## src/rtl/verde_frame_sequencer.sv

```systemverilog
`default_nettype none
// ============================================================================
// Module   : verde_frame_sequencer
// Brief    : Splits the camera's YCbCr 4:2:2 byte stream into pixel strobes
//            for the green detector. Tracks pixel coordinates, accumulates
//            the green count and bounding box, and publishes them at frame end.
// Revision : 1.0 - initial release
// ============================================================================
module verde_frame_sequencer #(
    parameter int H_PIX     = 640,
    parameter int V_LINES   = 480,
    parameter int MIN_COUNT = 64
) (
    input  logic        PCLK,
    input  logic        reset,
    input  logic        enable,
    input  logic        VSYNC,
    input  logic        HREF,
    input  logic [7:0]  D,
    output logic        e_pix,
    output logic [7:0]  Y,
    output logic [7:0]  Cb,
    output logic [7:0]  Cr,
    input  logic        verde,
    output logic        frame_done,
    output logic [18:0] green_count,
    output logic [9:0]  x_min,
    output logic [9:0]  x_max,
    output logic [9:0]  y_min,
    output logic [9:0]  y_max,
    output logic        found,
    output logic        line_err
);

    localparam logic [2:0]  c_IDLE    = 3'd0;
    localparam logic [2:0]  c_WAIT    = 3'd1;
    localparam logic [2:0]  c_ACTIVE  = 3'd2;
    localparam logic [2:0]  c_DRAIN   = 3'd3;
    localparam logic [2:0]  c_PUBLISH = 3'd4;

    // Coordinates carry one extra bit so they can saturate at H_PIX / V_LINES.
    localparam logic [10:0] c_H_LIM   = 11'(H_PIX);
    localparam logic [10:0] c_V_LIM   = 11'(V_LINES);
    localparam logic [18:0] c_CNT_MAX = '1;
    localparam logic [18:0] c_MIN     = 19'(MIN_COUNT);

    logic [2:0]  r_state;
    logic        r_vs_prev;
    logic        r_href_prev;
    logic        r_drain;
    logic [1:0]  r_phase;
    logic [10:0] r_x;
    logic [10:0] r_y;
    logic [7:0]  r_cb;
    logic [7:0]  r_y0;
    logic [7:0]  r_cr;
    logic [9:0]  r_px;
    logic [9:0]  r_py;
    logic        r_strb_d;
    logic [9:0]  r_dx;
    logic [9:0]  r_dy;
    logic [18:0] r_count;
    logic [9:0]  r_xmin;
    logic [9:0]  r_xmax;
    logic [9:0]  r_ymin;
    logic [9:0]  r_ymax;

    logic w_vs_rise;
    logic w_vs_fall;
    logic w_href_fall;
    logic w_line_end;
    logic w_pix_ok;
    logic w_frame_start;

    assign w_vs_rise     = VSYNC & ~r_vs_prev;
    assign w_vs_fall     = ~VSYNC & r_vs_prev;
    assign w_href_fall   = r_href_prev & ~HREF;
    // A frame end that arrives mid-line closes the line exactly like HREF falling.
    assign w_line_end    = w_href_fall | (w_vs_rise & HREF);
    assign w_pix_ok      = (r_x < c_H_LIM) && (r_y < c_V_LIM);
    assign w_frame_start = (r_state == c_WAIT) && w_vs_fall;

    // Previous-cycle copies of the sync inputs for edge detection.
    always_ff @(posedge PCLK) begin
        if (reset) begin
            r_vs_prev   <= 1'b0;
            r_href_prev <= 1'b0;
        end else begin
            r_vs_prev   <= VSYNC;
            r_href_prev <= HREF;
        end
    end

    // Green accumulation: delay each strobe one cycle to meet the detector flag.
    always_ff @(posedge PCLK) begin
        if (reset) begin
            r_strb_d <= 1'b0;
            r_dx     <= '0;
            r_dy     <= '0;
            r_count  <= '0;
            r_xmin   <= '1;
            r_xmax   <= '0;
            r_ymin   <= '1;
            r_ymax   <= '0;
        end else begin
            r_strb_d <= e_pix;
            r_dx     <= r_px;
            r_dy     <= r_py;
            if (w_frame_start) begin
                r_count <= '0;
                r_xmin  <= '1;
                r_xmax  <= '0;
                r_ymin  <= '1;
                r_ymax  <= '0;
            end else if (r_strb_d && verde) begin
                if (r_count != c_CNT_MAX) r_count <= r_count + 19'd1;
                if (r_dx < r_xmin) r_xmin <= r_dx;
                if (r_dx > r_xmax) r_xmax <= r_dx;
                if (r_dy < r_ymin) r_ymin <= r_dy;
                if (r_dy > r_ymax) r_ymax <= r_dy;
            end
        end
    end

    // Frame state machine, byte demux, pixel strobe and result publication.
    always_ff @(posedge PCLK) begin
        if (reset) begin
            r_state     <= c_IDLE;
            r_drain     <= 1'b0;
            r_phase     <= '0;
            r_x         <= '0;
            r_y         <= '0;
            r_cb        <= '0;
            r_y0        <= '0;
            r_cr        <= '0;
            r_px        <= '0;
            r_py        <= '0;
            e_pix       <= 1'b0;
            Y           <= '0;
            Cb          <= '0;
            Cr          <= '0;
            frame_done  <= 1'b0;
            green_count <= '0;
            x_min       <= '0;
            x_max       <= '0;
            y_min       <= '0;
            y_max       <= '0;
            found       <= 1'b0;
            line_err    <= 1'b0;
        end else begin
            e_pix      <= 1'b0;
            frame_done <= 1'b0;
            case (r_state)
                c_IDLE: begin
                    if (enable) r_state <= c_WAIT;
                end
                c_WAIT: begin
                    if (w_vs_fall) begin
                        r_state  <= c_ACTIVE;
                        line_err <= 1'b0;
                        r_x      <= '0;
                        r_y      <= '0;
                        r_phase  <= '0;
                    end
                end
                c_ACTIVE: begin
                    if (w_line_end) begin
                        r_x     <= '0;
                        r_phase <= '0;
                        if (r_y < c_V_LIM) r_y <= r_y + 11'd1;
                        if (r_phase != 2'd0) line_err <= 1'b1;
                    end else if (HREF) begin
                        r_phase <= r_phase + 2'd1;
                        case (r_phase)
                            2'd0: r_cb <= D;
                            2'd1: r_y0 <= D;
                            2'd2: begin
                                r_cr <= D;
                                if (w_pix_ok) begin
                                    e_pix <= 1'b1;
                                    Y     <= r_y0;
                                    Cb    <= r_cb;
                                    Cr    <= D;
                                    r_px  <= r_x[9:0];
                                    r_py  <= r_y[9:0];
                                end
                                if (r_x < c_H_LIM) r_x <= r_x + 11'd1;
                            end
                            default: begin
                                if (w_pix_ok) begin
                                    e_pix <= 1'b1;
                                    Y     <= D;
                                    Cb    <= r_cb;
                                    Cr    <= r_cr;
                                    r_px  <= r_x[9:0];
                                    r_py  <= r_y[9:0];
                                end
                                if (r_x < c_H_LIM) r_x <= r_x + 11'd1;
                            end
                        endcase
                    end
                    if (w_vs_rise) begin
                        r_state <= c_DRAIN;
                        r_drain <= 1'b0;
                    end
                end
                c_DRAIN: begin
                    // Two cycles let the last pixel's flag land in the count.
                    if (r_drain) begin
                        r_state     <= c_PUBLISH;
                        frame_done  <= 1'b1;
                        green_count <= r_count;
                        found       <= (r_count >= c_MIN);
                        if (r_count == '0) begin
                            x_min <= '0;
                            x_max <= '0;
                            y_min <= '0;
                            y_max <= '0;
                        end else begin
                            x_min <= r_xmin;
                            x_max <= r_xmax;
                            y_min <= r_ymin;
                            y_max <= r_ymax;
                        end
                    end else begin
                        r_drain <= 1'b1;
                    end
                end
                c_PUBLISH: begin
                    r_state <= enable ? c_WAIT : c_IDLE;
                end
                default: r_state <= c_IDLE;
            endcase
        end
    end

endmodule
`default_nettype wire
```

## config.mk

```make
export PLATFORM = sky130hd
export DESIGN_NAME = verde_frame_sequencer
export DESIGN_NICKNAME = d
export VERILOG_FILES = /design/src/rtl/verde_frame_sequencer.sv
export SDC_FILE = /design/constraint.sdc
export NUM_CORES = 1
export LEC_CHECK = 0
export ABC_AREA = 0
export CORE_MARGIN = 2
export CORE_UTILIZATION = 25
export DETAILED_ROUTE_END_ITERATION = 10
export PLACE_DENSITY = 0.47
export SLEW_MARGIN = 20
export SYNTH_ARGS = -nofsm -noshare
export SYNTH_HDL_FRONTEND = slang
export SYNTH_SLANG_ARGS = --single-unit
```

## constraint.sdc

```tcl
create_clock -name PCLK -period 2.9 [get_ports PCLK]
set_input_delay 0.725 -clock PCLK [delete_from_list [all_inputs] [get_ports PCLK]]
set_output_delay 0.725 -clock PCLK [all_outputs]
set_load 0.02 [all_outputs]
```

==> Yosys cells after proc, flatten, opt, wreduce, memory -nomap -nowiden <==
Cells that the tools add are included.
Widths: inputs -> output; s select.
{ "classes": {"reduce_logical": 29, "mux": 36, "bitwise": 12, "eq_ne": 17, "magnitude_cmp": 7, "add_sub_neg": 4} }
{ "ops": {"columns": ["cell", "count"], "rows": [
  ["$mux 11", 7],
  ["$pmux 11 s2", 2],
  ["$mux 10", 4],
  ["$pmux 8 s2", 2],
  ["$mux 8", 3],
  ["$reduce_and 4->1", 6],
  ["$add 11x1->11 const B", 2],
  ["$gt 10x10->1", 2],
  ["$lt 10x10->1", 2],
  ["$add 19x1->19 const B", 1],
  ["$ge 19x7->1 const B", 1],
  ["$logic_not 19->1", 1],
  ["$ne 19x19->1 const B", 1],
  ["$pmux 3 s5", 1],
  ["$ne 2x2->1 const B", 7],
  ["$reduce_and 2->1", 7],
  ["$mux 3", 4],
  ["$lt 11x10->1 const B", 1],
  ["$lt 11x9->1 const B", 1],
  ["$reduce_and 5->1", 2],
  ["$ne 3x3->1 const B", 3],
  ["$mux 1", 7],
  ["$not 1->1", 7],
  ["$eq 3x2->1 const B", 2],
  ["17 further kinds", 29]
]} }
{ "word_totals": {"out_inout_bits": 87, "ff_bits": 241} }

==> Longest topological paths before layout <==
{ "logic_depth": {"word_depth": 6, "mapped_depth": 10, "depth_no_buf": 7} }

==> Worst setup path after synthesis <==
Ideal clock, no wire load.
{ "synth_path": {"path_type": "reg2reg", "startpoint": "register r_phase[1]", "endpoint": "register r_px[5]", "required_time_ns": 2.783, "setup_ns": 0.117, "slack_ns": 0.616, "period_less_slack_ns": 2.284, "path_stages_with_launch": 10, "t_arrival_ns": 2.167, "path_cell_list": "dfxtp_1 inv_1 ha_1 clkbuf_1 nor3_1 nand2_1 or3_1 clkbuf_1 buf_1 o22a_1"} }
{ "synth_via": {"elab_chain_len": 4} }
{ "synth_rtl": {"columns": ["item", "line_no", "source"], "rows": [
  ["start, declared", "51", "logic [1:0] r_phase;"],
  ["start signal, assigned", "173", "r_phase <= r_phase + 2'd1;"],
  ["$eq 2x1->1 / $logic_not 2->1 (equally long branches)", "174", "case (r_phase)"],
  ["$reduce_or 2->1 (no source line) (*)", null, null],
  ["$not 1->1 (no source line) (*)", null, null],
  ["$reduce_and 5->1 (no source line) (*)", null, null],
  ["end signal, assigned", "184", "r_px <= r_x[9:0];"],
  ["end signal, assigned", "195", "r_px <= r_x[9:0];"],
  ["end, declared", "57", "logic [9:0] r_px;"]
]} }
Every way passes the cells marked *; elsewhere a longest branch is shown, timed or not.
A chain may end at the register's enable or synchronous reset.

==> Final worst setup path <==
{ "layout_path": {"startpoint": "register r_phase[1]", "endpoint": "register r_py[3]"} }
{ "layout_via": {"elab_chain_len": 4} }
{ "layout_rtl": {"columns": ["item", "line_no", "source"], "rows": [
  ["$eq 2x1->1 / $logic_not 2->1 (equally long branches)", "174", null],
  ["$reduce_or 2->1 (no source line) (*)", null, null],
  ["$not 1->1 (no source line) (*)", null, null],
  ["$reduce_and 5->1 (no source line) (*)", null, null],
  ["end signal, assigned", "185", "r_py <= r_y[9:0];"],
  ["end signal, assigned", "196", "r_py <= r_y[9:0];"],
  ["end, declared", "58", "logic [9:0] r_py;"]
]} }
Marks and branches as above.

==> metrics.md <==
| Metric | Value |
|---|---|
| Status | finished clean |
| Pwr/cell area | 554.1 nW/µm² |
| Cell Rows | 73 |
| Worst reg-to-reg path cell count | 8 |
| Hold-fix buffers, CTS | 0 |
| Total GRT Usage | 12.29% |
| Area contributors post-synth | dfxtp_1, ha_1, a21oi_1, nor2_1, nand2_1 |
| CTS Root Cell | clkbuf_16 |
| H-tree depth | 1 |
| EDFF count, synth | 0 |
| DRC errors left | 0 |
| Final ANT Viol Nets | 0 |
| Hold WS | 453.4 ps |
| CP required | 3400 ps |
| Avg Cell Area, Syn | 8.908 µm² |
| Endpoints failing setup | 0 |
| Simple-gate portion of the synthesized area | 17.74% |
| Pleak | 4.386 nW |
| CP max FO | 20 |
| Clk sinks | 241 |
| Yosys cell types | 53 |
| Drt pass-1 iters | 4 |
| IO Count | 101 |
| Share of cells above drive strength 1 | 6.992% |
| Detailed placement HPWL | 17600 µm |
| # fillers | 4130 |
| Worst r2r src | r_phase[1]$_SDFFE_PP0P_ |
| Ant diodes | 0 |
| Async set or reset register ratio after synthesis | 0% |
| Max Fclk | 0.4289 GHz |
| Detailed Route WL | 25850 µm |
| Startpoint Class | flop |
| Initial Utilization | 25.29% |
| Worst R2R End | r_py[3]$_SDFFE_PP0P_ |
| Routed vias | 8180 |
| CTS tree | built |
| GPL Wtd Cong | 0.8070 |
| Synth area leader | dfxtp_1 |
| Power Total | 0.006995 W |
| Main combinational cell family by area after synthesis | compound AO/OA/AOI/OAI gates |
| CP endpoint kind | flop |
| CTS clk-pin slew, worst paths | 60 ps |
| Multiplexer area fraction after synthesis | 2.192% |
| CTS buffer count | 29 |
| Clk_lat worst skew | 550 ps |
| Post-synthesis sequential area ratio | 48.01% |
| Setup TNS | 0 ps |
| Worst-Margin Slew | 512.6 ps |
| Worst min-delay path startpoint | r_cr[7]$_SDFFE_PP0P_ |
| Die area | 41810 µm² |
| Starting DRC count in detailed routing | 360 |
| Postcts setup bufs | 0 |
| First-pass GRT wire length | 42500 µm |
| Fin crit share | 80.40% |
| Overflow after GRT | 0 |
| Post-synthesis xor/xnor area fraction | 2.353% |
| Worst-case clock buffer depth | 3 |
| Fin nets | 1272 |
| Post-Syn Area | 10050 µm² |
| Hold Path Class | flop to flop |
| Flops & latches, synth | 241 |
| Synthesized Nets | 1187 |
| Setup CP Type | flop to flop |
| Minimum clock period | 2332 ps |
| Hold Path Depth | 2 |
| Synth Area in Adders | 5.603% |
| Crit path arrival time | 2830 ps |
| Max-cap violation count | 0 |
| Slew Limit Fails | 0 |
| Final Hold Fails | 0 |
| Max VDD drop | 0.0004360 V |
| Area growth syn-to-layout | 25.64% |
| RSZ-0062 raised after global routing | false |
| Die Ht | 204.5 µm |
| Post-cts sizing count | 0 |
| Worst Hold Endpoint | r_cr[7]$_SDFFE_PP0P_ |
| Largest net degree at the start of global routing | 77 |
| Synth Warn # | 0 |
| Post-synthesis cell count | 1128 |
| Post-synth top area share | 48.01% |
| WL per Instance | 14.73 µm |
| Initial antenna violation count | 2 |
| Flop2flop setup slack | 570 ps |
| Die X | 204.5 µm |
| Crit path from | r_phase[1]$_SDFFE_PP0P_ |
| Core box area | 39730 µm² |
| Synth Flop Type | dfxtp_1 |
| Compound-Gate Fraction of Synth Area | 18.94% |
| Rel. slew slack | 64.94% |
| Clock Skews | 23.46 ps |
| Port Buf Inserts | 100 |
| DR vias/cell | 4.661 |
| Vias in the first global route | 7894 |
[worst max-delay path: stages, from the launching register on]
cell	delay, ps
dfxtp_1	350
inv_1	70
ha_1	320
nor3_1	420
nand2_1	140
or3_1	430
nor2_1	110
buf_4	260
o22a_1	180
[through the flow]
stage / util [%] / instances / instance area, µm² / setup slack (ps)
after floorplan: - / 1128 / 10050 / 615.8
after global placement: 29.44 / 1707 / 11700 / 160.4
after detailed placement: 29.44 / 1707 / 11700 / 131.3
after CTS: 31.77 / 1755 / 12620 / 542.5
after global routing: 31.77 / 1755 / 12620 / 345.9
final: 31.77 / 1755 / 12620 / 568.3
[layer usage]
metal	global-route usage (%)	routed length, µm	up-vias
li1	-	-	4178
met1	17.52	13010	3814
met2	18.60	10990	146
met3	2.966	1348	38
met4	2.847	474	4
met5	0	26	-
[cells in the mapped netlist, types with 3 or more instances]
cell type,number
a2111oi_0,5
a211oi_1,28
a21oi_1,95
a22oi_1,41
a31o_2,3
a31oi_1,4
and2_1,5
and4_1,11
buf_1,7
buf_6,3
clkbuf_1,64
dfxtp_1,241
ha_1,45
inv_1,52
mux2i_1,22
nand2_1,104
nand2b_1,5
nand3_1,57
nand4_1,18
nor2_1,116
nor2b_1,28
nor3_1,8
nor3b_1,3
nor4_1,9
o211ai_1,40
o21a_1,4
o21ai_0,33
o22a_1,20
or3_1,3
xnor2_1,26
[layout make-up]
type | instances | area (µm²) | share of cell area (%)
clock inverters | 5 | 90.09 | 0.7136
repair buffers | 132 | 1289 | 10.21
inverters | 52 | 195.2 | 1.546
well taps | 525 | 656.9 | 5.203
flip-flops and latches | 241 | 4825 | 38.22
multi-input cells | 757 | 4731 | 37.47
clock buffers | 43 | 838.3 | 6.640
[state kept, by name, summed over array words and instances (netlist names), 10 cells and up]
signal / cells
y_max: 10
r_x: 11
r_dy: 10
x_min: 10
y_min: 10
x_max: 10
r_py: 10
green_count: 19
r_y: 11
r_dx: 10
r_xmin: 10
r_ymin: 10
r_px: 10
r_count: 19
r_ymax: 10
r_xmax: 10
[how the worst max path moves through the flow]
| stage | cells after the start | endpoint | slack (ps) |
|---|---|---|---|
| floorplan | 9 | r_px[5]$_SDFFE_PP0P_ | 620 |
| detailed placement | 6 | r_y[7]$_SDFFE_PP0P_ | 130 |
| CTS | 8 | r_px[0]$_SDFFE_PP0P_ | 540 |
| finish | 8 | r_py[3]$_SDFFE_PP0P_ | 570 |
| global placement | 6 | r_y[7]$_SDFFE_PP0P_ | 160 |
| global route | 8 | r_py[3]$_SDFFE_PP0P_ | 350 |
[power breakdown]
group	leakage (nW)	switching, W	internal [W]
Sequential	1.94	0.00000590	0.00332
Clock	0.456	0.00138	0.00216
Combinational	1.99	0.0000920	0.0000452
Total	4.39	0.00147	0.00552
[layout by cell type (no fill, tap or decap), types with 3 or more instances in the layout]
cell / Yosys / layout
nand4_1: 18 / 18
clkbuf_8: 0 / 6
and4_1: 11 / 11
a21oi_1: 95 / 95
a31o_2: 3 / 3
o211ai_1: 40 / 40
o21a_1: 4 / 4
a2111oi_0: 5 / 5
o21ai_0: 33 / 33
a22oi_1: 41 / 41
or3_1: 3 / 3
nand2_1: 104 / 104
buf_4: 1 / 29
clkbuf_16: 0 / 29
o22a_1: 20 / 20
a31oi_1: 4 / 3
ha_1: 45 / 45
nand3_1: 57 / 56
nor2_1: 116 / 116
nor2b_1: 28 / 28
dfxtp_1: 241 / 241
nor3_1: 8 / 7
a211oi_1: 28 / 28
nor3b_1: 3 / 3
and2_1: 5 / 5
nand2b_1: 5 / 5
clkdlybuf4s50_1: 0 / 99
xnor2_1: 26 / 26
mux2i_1: 22 / 22
clkbuf_1: 64 / 8
inv_1: 52 / 52
buf_12: 0 / 4
nor4_1: 9 / 9
[kinds of logic after synthesis]
logic type,Yosys count
adders and majority gates,45
AOI/OAI and AO/OA,286
buffers and inverters,130
and+or+nand+nor,377
muxes,22
xor gates and xnor gates,27
DFF,241
No activity file was read; power rests on OpenSTA's default activity.
